<file path="src/rtl/gpmc_pkg.sv">
// Shared GPMC definitions: FSM states, default bus timing and AD width.
// Also imported by the responder-side bench.
package gpmc_pkg;

  typedef enum logic [2:0] {
    IDLE,
    ADDR,
    WRITE,
    READ,
    TURN
  } gpmc_state_e;

  localparam int GPMC_AD_WIDTH = 16;

  localparam int ADDR_CYC_DEF = 1;
  localparam int WR_CYC_DEF   = 2;
  localparam int RD_LAT_DEF   = 3;
  localparam int TURN_CYC_DEF = 1;

endpackage

</file>
<file path="src/rtl/gpmc_phase_gen.sv">
// Bus clock phase and per-state bus-cycle counter for the GPMC master.
// Bus state advances only when ph = 1, i.e. at the gpmc_clk falling edge.
module gpmc_phase_gen (
  input  logic       clk,
  input  logic       rst,
  input  logic       adv,
  input  logic [3:0] len,
  output logic       ph,
  output logic       upd,
  output logic       last
);

  logic [3:0] cnt;

  always_ff @(posedge clk) begin
    if (rst) begin
      ph  <= 1'b0;
      cnt <= 4'd0;
    end else begin
      ph <= ~ph;
      if (ph)
        cnt <= adv ? 4'd0 : cnt + 4'd1;
    end
  end

  assign upd  = ph;
  assign last = (cnt == len - 4'd1);

endmodule

</file>
<file path="src/rtl/gpmc_master.sv">
// Synchronous-mode GPMC initiator on a multiplexed 16-bit AD bus.
// Turns single cmd/rsp transactions into address, write or read bus cycles.
module gpmc_master
  import gpmc_pkg::*;
#(
  parameter int ADDR_WIDTH = 5,
  parameter int DATA_WIDTH = 16,
  parameter int ADDR_CYC   = ADDR_CYC_DEF,
  parameter int WR_CYC     = WR_CYC_DEF,
  parameter int RD_LAT     = RD_LAT_DEF,
  parameter int TURN_CYC   = TURN_CYC_DEF
) (
  input  logic                     clk,
  input  logic                     rst,
  input  logic                     cmd_valid,
  output logic                     cmd_ready,
  input  logic                     cmd_we,
  input  logic [ADDR_WIDTH-1:0]    cmd_addr,
  input  logic [DATA_WIDTH-1:0]    cmd_wdata,
  output logic                     rsp_valid,
  output logic                     rsp_we,
  output logic [DATA_WIDTH-1:0]    rsp_rdata,
  output logic [GPMC_AD_WIDTH-1:0] gpmc_ad_out,
  output logic                     gpmc_ad_oe,
  input  logic [GPMC_AD_WIDTH-1:0] gpmc_ad_in,
  output logic                     gpmc_advn,
  output logic                     gpmc_csn1,
  output logic                     gpmc_wein,
  output logic                     gpmc_oen,
  output logic                     gpmc_clk
);

  gpmc_state_e state_q, state_d;

  logic ph, upd, last, adv, acc;
  logic [3:0] len;
  logic ready_q, pend_q, done_q, we_q;
  logic [ADDR_WIDTH-1:0]    addr_q;
  logic [DATA_WIDTH-1:0]    wdata_q, cap_q;
  logic [GPMC_AD_WIDTH-1:0] byte_addr;

  gpmc_phase_gen u_phase (
    .clk  (clk),
    .rst  (rst),
    .adv  (adv),
    .len  (len),
    .ph   (ph),
    .upd  (upd),
    .last (last)
  );

  assign gpmc_clk  = ph;
  assign cmd_ready = ready_q;
  assign acc       = cmd_valid && ready_q;
  assign byte_addr = GPMC_AD_WIDTH'({addr_q, 1'b0});
  assign adv       = (state_d != state_q);

  always_comb begin
    len = 4'd1;
    unique case (state_q)
      ADDR:    len = 4'(ADDR_CYC);
      WRITE:   len = 4'(WR_CYC);
      READ:    len = 4'(RD_LAT);
      TURN:    len = 4'(TURN_CYC);
      default: len = 4'd1;
    endcase
  end

  always_comb begin
    state_d = state_q;
    unique case (state_q)
      IDLE:
        if (upd && pend_q) state_d = ADDR;
      ADDR:
        if (upd && last) state_d = we_q ? WRITE : READ;
      WRITE, READ:
        if (upd && last) state_d = TURN;
      TURN:
        if (upd && last) state_d = IDLE;
      default:
        state_d = IDLE;
    endcase
  end

  // Bus pins decode straight from the registered state, so they only
  // move on the update edges and are stable at every gpmc_clk rise.
  always_comb begin
    gpmc_csn1   = 1'b1;
    gpmc_advn   = 1'b1;
    gpmc_wein   = 1'b1;
    gpmc_oen    = 1'b1;
    gpmc_ad_oe  = 1'b0;
    gpmc_ad_out = '0;
    unique case (state_q)
      ADDR: begin
        gpmc_csn1   = 1'b0;
        gpmc_advn   = 1'b0;
        gpmc_ad_oe  = 1'b1;
        gpmc_ad_out = byte_addr;
      end
      WRITE: begin
        gpmc_csn1   = 1'b0;
        gpmc_wein   = 1'b0;
        gpmc_ad_oe  = 1'b1;
        gpmc_ad_out = GPMC_AD_WIDTH'(wdata_q);
      end
      READ: begin
        gpmc_csn1 = 1'b0;
        gpmc_oen  = 1'b0;
      end
      default: ;
    endcase
  end

  always_ff @(posedge clk) begin
    if (rst) begin
      state_q   <= IDLE;
      ready_q   <= 1'b0;
      pend_q    <= 1'b0;
      done_q    <= 1'b0;
      we_q      <= 1'b0;
      addr_q    <= '0;
      wdata_q   <= '0;
      cap_q     <= '0;
      rsp_valid <= 1'b0;
      rsp_we    <= 1'b0;
      rsp_rdata <= '0;
    end else begin
      state_q <= state_d;
      ready_q <= (state_q == IDLE) && !pend_q && !acc;
      if (acc) begin
        pend_q  <= 1'b1;
        we_q    <= cmd_we;
        addr_q  <= cmd_addr;
        wdata_q <= cmd_wdata;
      end else if (state_q == IDLE && state_d == ADDR) begin
        pend_q <= 1'b0;
      end
      // Sample at the gpmc_clk rise closing the last read cycle
      if (state_q == READ && !ph && last)
        cap_q <= DATA_WIDTH'(gpmc_ad_in);
      done_q    <= (state_q == TURN) && adv;
      rsp_valid <= done_q;
      if (done_q) begin
        rsp_we    <= we_q;
        rsp_rdata <= we_q ? '0 : cap_q;
      end
    end
  end

endmodule

</file>
<file path="config.mk">
export PLATFORM = sky130hd
export DESIGN_NAME = gpmc_master
export DESIGN_NICKNAME = d
export VERILOG_FILES = /design/src/rtl/gpmc_pkg.sv /design/src/rtl/gpmc_phase_gen.sv /design/src/rtl/gpmc_master.sv
export SDC_FILE = /design/constraint.sdc
export NUM_CORES = 1
export LEC_CHECK = 0
export ABC_AREA = 1
export ABC_CLOCK_PERIOD_IN_PS = 1550
export BUFFER_PORTS_ARGS = -buffer_cell sky130_fd_sc_hd__clkbuf_2
export CAP_MARGIN = 20
export CORE_MARGIN = 4
export CORE_UTILIZATION = 46
export CTS_CLUSTER_DIAMETER = 120
export DETAILED_ROUTE_END_ITERATION = 10
export PLACE_DENSITY = 0.8
export RECOVER_POWER = 50
export REMOVE_ABC_BUFFERS = 1
export SETUP_SLACK_MARGIN = 0.02
export SYNTH_ARGS = -nofsm -noshare
export SYNTH_HDL_FRONTEND = slang
export SYNTH_SLANG_ARGS = --single-unit
</file>
<file path="constraint.sdc">
create_clock -name clk -period 1.55 [get_ports clk]
set_clock_uncertainty 0.1 [all_clocks]
set_input_delay 0.2325 -clock clk [delete_from_list [all_inputs] [get_ports clk]]
set_output_delay 0.2325 -clock clk [all_outputs]
set_load 0.05 [all_outputs]
</file>
-- Word level (Yosys, flattened, before mapping)
Index checks and enable logic that the tools add are counted.
- flip-flop bits (word level): 67
- bits of input ports: 41
- $add $sub $neg: 2
- equal/unequal tests: 7
- multiplexer cells: 17
- bitwise operators: 1
- reductions and logical operators: 17
- operator list (cell ; number):
    $pmux 16 s2 ; 1
    $mux 16 ; 1
    $mux 3 ; 4
    $pmux 3 s4 ; 1
    $logic_and 1x1->1 ; 9
    $mux 1 ; 8
    $eq 3x1->1 const B ; 2
    $eq 3x2->1 const B ; 2
    $add 4x1->4 const B ; 1
    $eq 4x4->1 ; 1
    $mux 4 ; 1
    $pmux 2 s2 ; 1
    $reduce_or 2->1 ; 2
    $eq 3x3->1 const B ; 1
    $logic_not 1->1 ; 3
    $logic_not 3->1 ; 1
    $ne 3x3->1 ; 1
    $reduce_or 3->1 ; 1
    $sub 2x1->3 const B ; 1
    $reduce_bool 2->1 ; 1
    $not 1->1 ; 1

-- Longest topological paths before layout
Gate-level depths: netlist of run 1.
- word-level depth: 11
- gate-level depth with buffers: 10
- mapped depth without buffers: 10

-- Modules after synthesis
A second synthesis of run 1 with hierarchy kept.
- cell total of the unflattened synthesis: 375
- area total of the unflattened synthesis: 2767.7 µm²
- by module, submodules not included (module ; instances ; cells each ; area an instance (µm²) ; seq. area each (µm²)):
    gpmc_master ; 1 ; 314 ; 2422.3 ; 1241.2
    gpmc_phase_gen ; 1 ; 61 ; 345.3 ; 100.1

-- Worst setup path after synthesis of run 1
OpenSTA, ideal clock, no wires.
- path kind: register to output
- start: reg state_q[0]
- end: out gpmc_ad_oe
- data arrival time: 1.776 ns
- setup slack: -0.559 ns
- stages on the path, launching flop included: 5
- buffers on the path: 0
- path through: dfxtp_1 inv_1 nor3_1 inv_1 nand2_1
- cells in the longest elaborated chain, start to end: 3
- elaborated cells between the ends (all ways): 4
- classes of those cells: eq/ne (2); mux (1); reduce/logical (1)
- RTL lines (what ; line ; source):
    start: declaration ; gpmc_master.sv:33 ; gpmc_state_e state_q, state_d;
    start signal: assignment ; gpmc_master.sv:129 ; state_q <= state_d;
    $eq 3x2->1 / $eq 3x1->1 (equally long branches) ; gpmc_master.sv:94 ; unique case (state_q)
    $reduce_or 2->1 (no source line) (*) ; n/a ;
    $mux 1 (*) ; gpmc_master.sv:94 ;
    end: declaration ; gpmc_master.sv:24 ; output logic gpmc_ad_oe,
Mark *: on every way between the ends. The rest lies on a longest branch, timed or not.

-- Worst setup path after layout of run 1
- start: reg state_q[1]
- end: out gpmc_ad_out[1]
- cells in the longest elaborated chain, start to end: 2
- elaborated cells between the ends (all ways): 3
- classes of those cells: eq/ne (2); mux (1)
- RTL lines (what ; line ; source):
    $eq 3x2->1 / $eq 3x1->1 (equally long branches) ; gpmc_master.sv:94 ;
    $pmux 16 s2 (*) ; gpmc_master.sv:94 ;
    end: declaration ; gpmc_master.sv:23 ; output logic [GPMC_AD_WIDTH-1:0] gpmc_ad_out,
Marked as above.

==> results.md, run 1 <==
* Clk_lat worst skew at roughly 0.34 ns
* Die area at between 7000 and 8000 µm²
* Via count at 2703
* CTS H-tree depth at 3
* Syn Area/Cell at 7.88 µm²
* Final Worst Setup Slack at -0.172 ns
* RR Endpoint: u_phase.cnt[1]
* TritonCTS clock tree: built
* DP Area at ~3300 µm²
* Final max-slew violation count at 0
* Clock Tree Root: clkbuf_8
* Run status: finished with violations
* Placer Congestion at approximately 0.88
* I/O pin count at 82
* Clock-pin slew on the worst setup and hold paths at around 0.070 ns
* Die Wd at around 84 µm
* Initial DRT Pass Iterations at 5
* Final setup viols at 44
* Final Cycle Share at 111%
* Leak at about 1.7 nW
* Number of synthesized register bits at 67
* Clock sinks at between 60 and 70
* Initial antenna violation count at 0
* Nets at ~500
* Power Density at 876 nW/µm²
* Slowest-stage cell, CP: dfxtp_4
* Hold Path Depth at 3
* Crit-path max cell delay at approximately 0.39 ns
* Final ANT Viol Nets at 0
* Mapped Area at ~2700 µm²
* Worst hold slack at 0.0511 ns
* Worst slew pin tran at 0.480 ns
* First DRT Iteration DRCs at 200
* PortBufs at 81
* Global-route wire length before repair at between 10000 and 15000 µm
* Die height at approximately 84 µm
* Violated checks: negative setup slack
* Final Hold Violating Endpoints at 0
* Routed WL at around 8000 µm
* Share of layout cells above drive strength 1 at between 40 and 50%
* Yosys cell types at 27
* WP data arrival at 1.39 ns
* CP Cell Sequence: nor3_4 > buf_6 > a32o_2 > buf_8
* Final sum of negative setup slack at -4.92 ns
* Largest net degree at the start of global routing at 28
* Placed cell count at about 500
* Max-Cap Viols at 0
* Final std cells w/o fill at 529
* Peak supply drop at roughly 0.53 mV
* Number of warnings issued by yosys at 0
* Max Clk Rate at about 0.58 GHz
* Pre-CTS setup slack at -0.0617 ns
* Num CTS Buffers at 9
* Max Root-Sink Buffers at 2
* Delay-heaviest family, CP: flip-flops
* Relative slew slack at between 60% and 70%
* Fin util at roughly three quarters
* Initial Util at approximately half
* CP Capture Type: output port
* RSZ-0062 raised after global routing: true
* Gr usage total at a little over a fifth
* N_diodes at 0
* CP Launch Type: register
* Hold Crit Class: in -> reg
* Post-synthesis sequential area ratio at about half
* R2R setup slack at -0.15 ns
* Hold EP: we_q
* Critical path class: reg -> out
* HP Start: cmd_we
* Gr ovfl total at 0
* Vias in the first global route at 2608
* Area growth syn-to-layout at 54.4%
* Synth Instances at 340
* Design Area, Final at approximately 4100 µm²
* Crit Reg-Reg Startpoint: state_q[1]
* CTS Hold Bufs at 0
* Residual DRC at 0
* Via-per-instance ratio at 5.11
* Core ar. at between 5000 and 6000 µm²
* Filler cell count at around 380
* Num rows at 27
* Register-to-Register Path Depth at 12
* Fin crit period at 1.72 ns
* Total design power at 3.62 mW
* Routed wire per std cell at around 15 µm
* Critical Path RT at between 1 and 1.5 ns
* Critical path buffers and inverters at 2
* DPL Wire Length at ~4600 µm
* Crit path max fanout at 6
-- worst max-delay path by stage --
stage | start | end | slack (ns) | cells past startpoint
global route | state_q[1] | gpmc_ad_out[1] | -0.24 | 4
detailed placement | state_q[1] | u_phase.cnt[1] | -0.06 | 11
CTS | state_q[0] | gpmc_ad_out[3] | -0.20 | 5
floorplan | state_q[0] | gpmc_ad_oe | -0.56 | 4
finish | state_q[1] | gpmc_ad_out[1] | -0.17 | 4
global placement | state_q[0] | gpmc_ad_out[3] | 0.004 | 5
-- worst reg2reg max path, cell delays in order, from the launching register on --
cell and delay (ns):
dfxtp_4 0.41, buf_6 0.12, nand2_4 0.05, nor2_4 0.15
nand2_1 0.11, nand2_2 0.10, nor2_4 0.05, buf_6 0.14
nand2_8 0.09, nand2_4 0.06, nand2_4 0.07, nand2_4 0.07
a21oi_2 0.12
-- layer usage --
layer | share of wire (%) | track usage [%] | up-vias
met3 | 5.9 | 4.71 | 20
met1 | 38 | 24.7 | 1250
met4 | 2.9 | 10.2 | 0
met2 | 53 | 37.3 | 100
li1 | - | - | 1333
met5 | 0 | 0 | -
-- timing repair --
action,CTS,global route
setup endpoints to repair,39,45
pin swaps,17,19
endpoints found under the hold margin,0,0
cloned,0,1
gates resized for setup,92,73
buffers inserted,13,5
-- area by class of cell --
| cell class | count | area, µm² | area share, % |
|---|---|---|---|
| multi-input combinational | 213 | 1370 | 33.2 |
| sequential | 67 | 1350 | 32.6 |
| timing repair buffer | 120 | 996 | 24.1 |
| inverter | 42 | 165 | 3.99 |
| clock buffer | 13 | 149 | 3.60 |
| tap | 72 | 90.1 | 2.18 |
| clock inverter | 2 | 12.5 | 0.303 |
-- state kept, by name, indices dropped and copies added (netlist names), 3 cells and up --
signal	cells
rsp_rdata	16
u_phase.cnt	4
state_q	3
wdata_q	16
cap_q	16
addr_q	5
-- kinds of logic after synthesis --
group | synth area share [%]
AO/OA/AOI/OAI | 21.7
adder cells (fa/ha/maj) | 0.467
buffers and inverters | 9.53
flip-flops | 50.1
AND/OR/NAND/NOR | 18.2
-- layout by cell type, fill, tap and decap left out, types with 2 or more instances in the layout --
| master | n |
|---|---|
| clkbuf_8 | 10 |
| clkbuf_2 | 63 |
| nand2_1 | 44 |
| a21oi_2 | 15 |
| inv_4 | 3 |
| a32o_2 | 5 |
| o21ai_2 | 15 |
| a21oi_1 | 38 |
| o21ai_0 | 24 |
| nand3_1 | 5 |
| nor2_1 | 25 |
| clkbuf_16 | 3 |
| buf_6 | 12 |
| nand2_2 | 6 |
| nor2_4 | 15 |
| clkbuf_1 | 3 |
| nand3_4 | 2 |
| inv_1 | 36 |
| dfxtp_1 | 64 |
| a21oi_4 | 3 |
| nand2_4 | 4 |
| buf_8 | 19 |
| nand3_2 | 2 |
| inv_2 | 2 |
| dfxtp_4 | 2 |
| buf_4 | 22 |
-- cells in the mapped netlist --
cell | count | share of area (%)
nand3_1 | 7 | 1.3
clkinv_1 | 1 | 0.14
a21oi_2 | 9 | 2.9
a32o_1 | 5 | 1.9
nand3_2 | 1 | 0.37
buf_2 | 3 | 0.56
nand3_4 | 1 | 0.65
ha_1 | 1 | 0.47
a21oi_1 | 47 | 8.8
nand2_2 | 5 | 1.2
dfxtp_1 | 67 | 50
nand2_4 | 1 | 0.42
nor2_4 | 2 | 0.84
buf_8 | 1 | 0.56
nand4_1 | 1 | 0.23
o21ai_2 | 3 | 0.98
inv_1 | 39 | 5.5
nor2_2 | 1 | 0.23
o21ai_1 | 12 | 2.2
nor4_1 | 1 | 0.23
nor2_1 | 38 | 5.3
buf_6 | 2 | 0.84
o21ai_0 | 26 | 4.9
nand2_1 | 49 | 6.9
clkbuf_1 | 12 | 1.7
nor3_1 | 3 | 0.56
inv_2 | 2 | 0.28
-- report_power, final --
group          total (mW)  switching, mW  internal, mW
combinational       0.544          0.334         0.210
sequential           1.84         0.0433          1.79
clock                1.24          0.629         0.615
total                3.62           1.01          2.62
Note: power is estimated with default switching activity, not from simulation.
==> run 2: changes to the inputs <==
--- a/config.mk
+++ b/config.mk
@@ -13,10 +13,11 @@
 export CORE_UTILIZATION = 46
 export CTS_CLUSTER_DIAMETER = 120
 export DETAILED_ROUTE_END_ITERATION = 10
-export PLACE_DENSITY = 0.8
+export PLACE_DENSITY = 0.79
 export RECOVER_POWER = 50
 export REMOVE_ABC_BUFFERS = 1
 export SETUP_SLACK_MARGIN = 0.02
 export SYNTH_ARGS = -nofsm -noshare
 export SYNTH_HDL_FRONTEND = slang
+export SYNTH_HIERARCHICAL = 1
 export SYNTH_SLANG_ARGS = --single-unit
==> results.md, run 2 <==
* Placer Congestion at approximately 0.8
* Gr ovfl total at 0
* Final setup viols at 46
* Number of synthesized flops with an enable pin at 0
* Peak supply drop at around 0.83 mV
* FFs w/ async S/R, synth at 0%
* Initial Util at 48.8%
* Die Wd at around 86 µm
* Violated checks: negative setup slack
* Synth Instances at roughly 380
* Global-route wire length before repair at roughly 14000 µm
* DP Area at roughly 3400 µm²
* Hold Path Depth at 3
* Final max-slew violation count at 0
* Via count at 2963
* Die height at 85.6 µm
* Register-to-Register Path Depth at 21
* Core ar. at between 5000 and 6000 µm²
* Worst slew pin tran at 0.515 ns
* Leading cell types in the layout, fill and taps excluded: nand2_1, dfxtp_1, clkbuf_2, a21oi_1, buf_4
* CP Launch Type: register
* Die area at between 7000 and 8000 µm²
* Most used DFF post-synth: dfxtp_1
* Vias in the first global route at about 3.1k
* Number of warnings issued by yosys at 6
* Residual DRC at 0
* Post-synth top area cell: dfxtp_1
* Yosys cell types at 30
* PortBufs at 81
* Critical Path RT at around 1.7 ns
* CTS H-tree depth at 3
* N_diodes at 0
* Routed wire per std cell at between 15 and 20 µm
* Clock Tree Root: clkbuf_8
* Clk_lat worst skew at roughly 0.35 ns
* First DRT Iteration DRCs at roughly 130
* Final Hold Violating Endpoints at 0
* Final Cycle Share at 156%
* Clock sinks at 67
* Nets at between 500 and 600
* Power Density at about 910 nW/µm²
* CP Capture Type: register
* Fin crit period at about 2.4 ns
* I/O pin count at 82
* Initial DRT Pass Iterations at 4
* Filler cell count at around 360
* Routed WL at about 8900 µm
* DPL Wire Length at approximately 4800 µm
* Clock-pin slew on the worst setup and hold paths at around 0.08 ns
* Ranking of synthesized cells by area: dfxtp_1, nand2_1, a21oi_1
* Largest net degree at the start of global routing at 31
* WP data arrival at around 2.6 ns
* CTS Hold Bufs at 0
* Max-Cap Viols at 0
* Top cell type's share of synthesized area at around half
* Run status: finished with violations
* Final ANT Viol Nets at 0
* Top Registers: cap_q (16), rsp_rdata (16), wdata_q (16)
* Post-synthesis sequential area ratio at about 48%
* Total design power at 4.09 mW
* Commonest non-fill, non-tap cell in the layout: nand2_1
* Critical path class: reg -> reg
* Initial antenna violation count at 0
* Area growth syn-to-layout at 61.4%
* Count leader, synth: nand2_1
* Most common library cells after synthesis: nand2_1, dfxtp_1, a21oi_1, inv_1, nor2_1
* Gr usage total at roughly 25%
* Design Area, Final at about 4500 µm²
* Leak at around 1.9 nW
* RSZ-0062 raised after global routing: true
* Final Worst Setup Slack at -0.873 ns
* Hold Crit Class: in -> reg
* Num rows at 27
* Syn Area/Cell at between 7 and 8 µm²
* Share of layout cells above drive strength 1 at between 40 and 50%
* Relative slew slack at 65.5%
* Num CTS Buffers at 9
* Max Clk Rate at roughly 0.41 GHz
* Number of synthesized register bits at 67
* Via-per-instance ratio at 5.15
* Crit path max fanout at 3
* TritonCTS clock tree: built
* Mapped Area at roughly 2800 µm²
* Max Root-Sink Buffers at 2
run 2: cell count changes after synthesis, moves of 4 or more:
cell / delta
nand2_2: -4
o21ai_0: +8
a21oi_1: +6
nand3_1: +19
a32o_1: -5
a21oi_2: -8
clkbuf_1: -5
o21ai_1: -12
nand2_1: +38
run 2: worst paths after layout:
path                          to          start  slack (ns)
setup / recovery  u_phase/cnt[3]     state_q[2]       -0.87
hold / removal          cap_q[4]  gpmc_ad_in[4]        0.03
setup reg to reg  u_phase/cnt[3]     state_q[2]       -0.87
hold reg to reg        cmd_ready         pend_q        0.35
run 2: logic make-up (layout without fill, tap and decap cells):
group	count (synthesis)	after routing	synth area share, %
simple gates	157	158	24.4
other cells	1	5	0.135
flops	67	67	48.5
buf+inv	58	181	9.54
compound gates	89	89	16.3
fa+ha+maj	2	2	0.904
xor+xnor	1	1	0.317
run 2: per-stage QoR:
step | hold WS, ns | utilization, % | instances | setup slack (ns) | setup TNS [ns]
CTS | 0.0196 | 76.6 | 571 | -0.748 | -22.70
global placement | 0.329 | 60.3 | 540 | -0.810 | -15.81
finish | 0.0297 | 78.7 | 575 | -0.873 | -28.23
floorplan | 0.195 | - | 361 | -1.29 | -45.06
detailed placement | 0.329 | 60.3 | 540 | -0.921 | -17.84
global route | 0.0229 | 78.7 | 575 | -1.06 | -32.35
run 2: final cells by class:
type | instances | area, µm² | area share, %
clock buffer | 10 | 138 | 3.08
clock inverter | 6 | 111 | 2.49
inverter | 40 | 161 | 3.61
multi-input combinational | 255 | 1520 | 34.0
sequential | 67 | 1350 | 30.2
tap | 72 | 90.1 | 2.02
timing repair buffer | 125 | 1100 | 24.5
run 2: timing repair:
item                                   CTS  global route
gates cloned                             5             0
pin swaps                               20             9
setup buffers                           10             4
resized for setup                      139            33
endpoints found under the hold margin    0             0
setup endpoints to repair               46            47
run 2: critical path, stage by stage, from the launching register on:
cell     delay [ns]
dfxtp_2        0.34
inv_4          0.07
buf_4          0.12
nand3_4        0.06
nand2_2        0.10
inv_2          0.06
ha_4           0.27
inv_2          0.03
nand2_1        0.05
nand2_1        0.04
nor2_1         0.12
nand3_1        0.10
nor2_2         0.16
nand2_2        0.10
inv_2          0.08
o21ai_2        0.06
nand2_1        0.08
o21ai_2        0.07
nand2_2        0.09
nor2_4         0.05
nor2_2         0.11
nor2_1         0.05
run 2: routing by layer:
metal	part of all wire (%)	global-route usage, %	vias to the layer above
met5	0	0	-
met4	2.2	7.34	0
met3	7.6	8.36	20
met2	52	45.8	126
met1	38	25.9	1370
li1	-	-	1447
run 2: power breakdown:
part | internal, mW | switching, mW | total (mW)
clock | 1.12 | 0.701 | 1.82
sequential | 1.78 | 0.0327 | 1.81
combinational | 0.178 | 0.280 | 0.458
total | 3.07 | 1.01 | 4.09
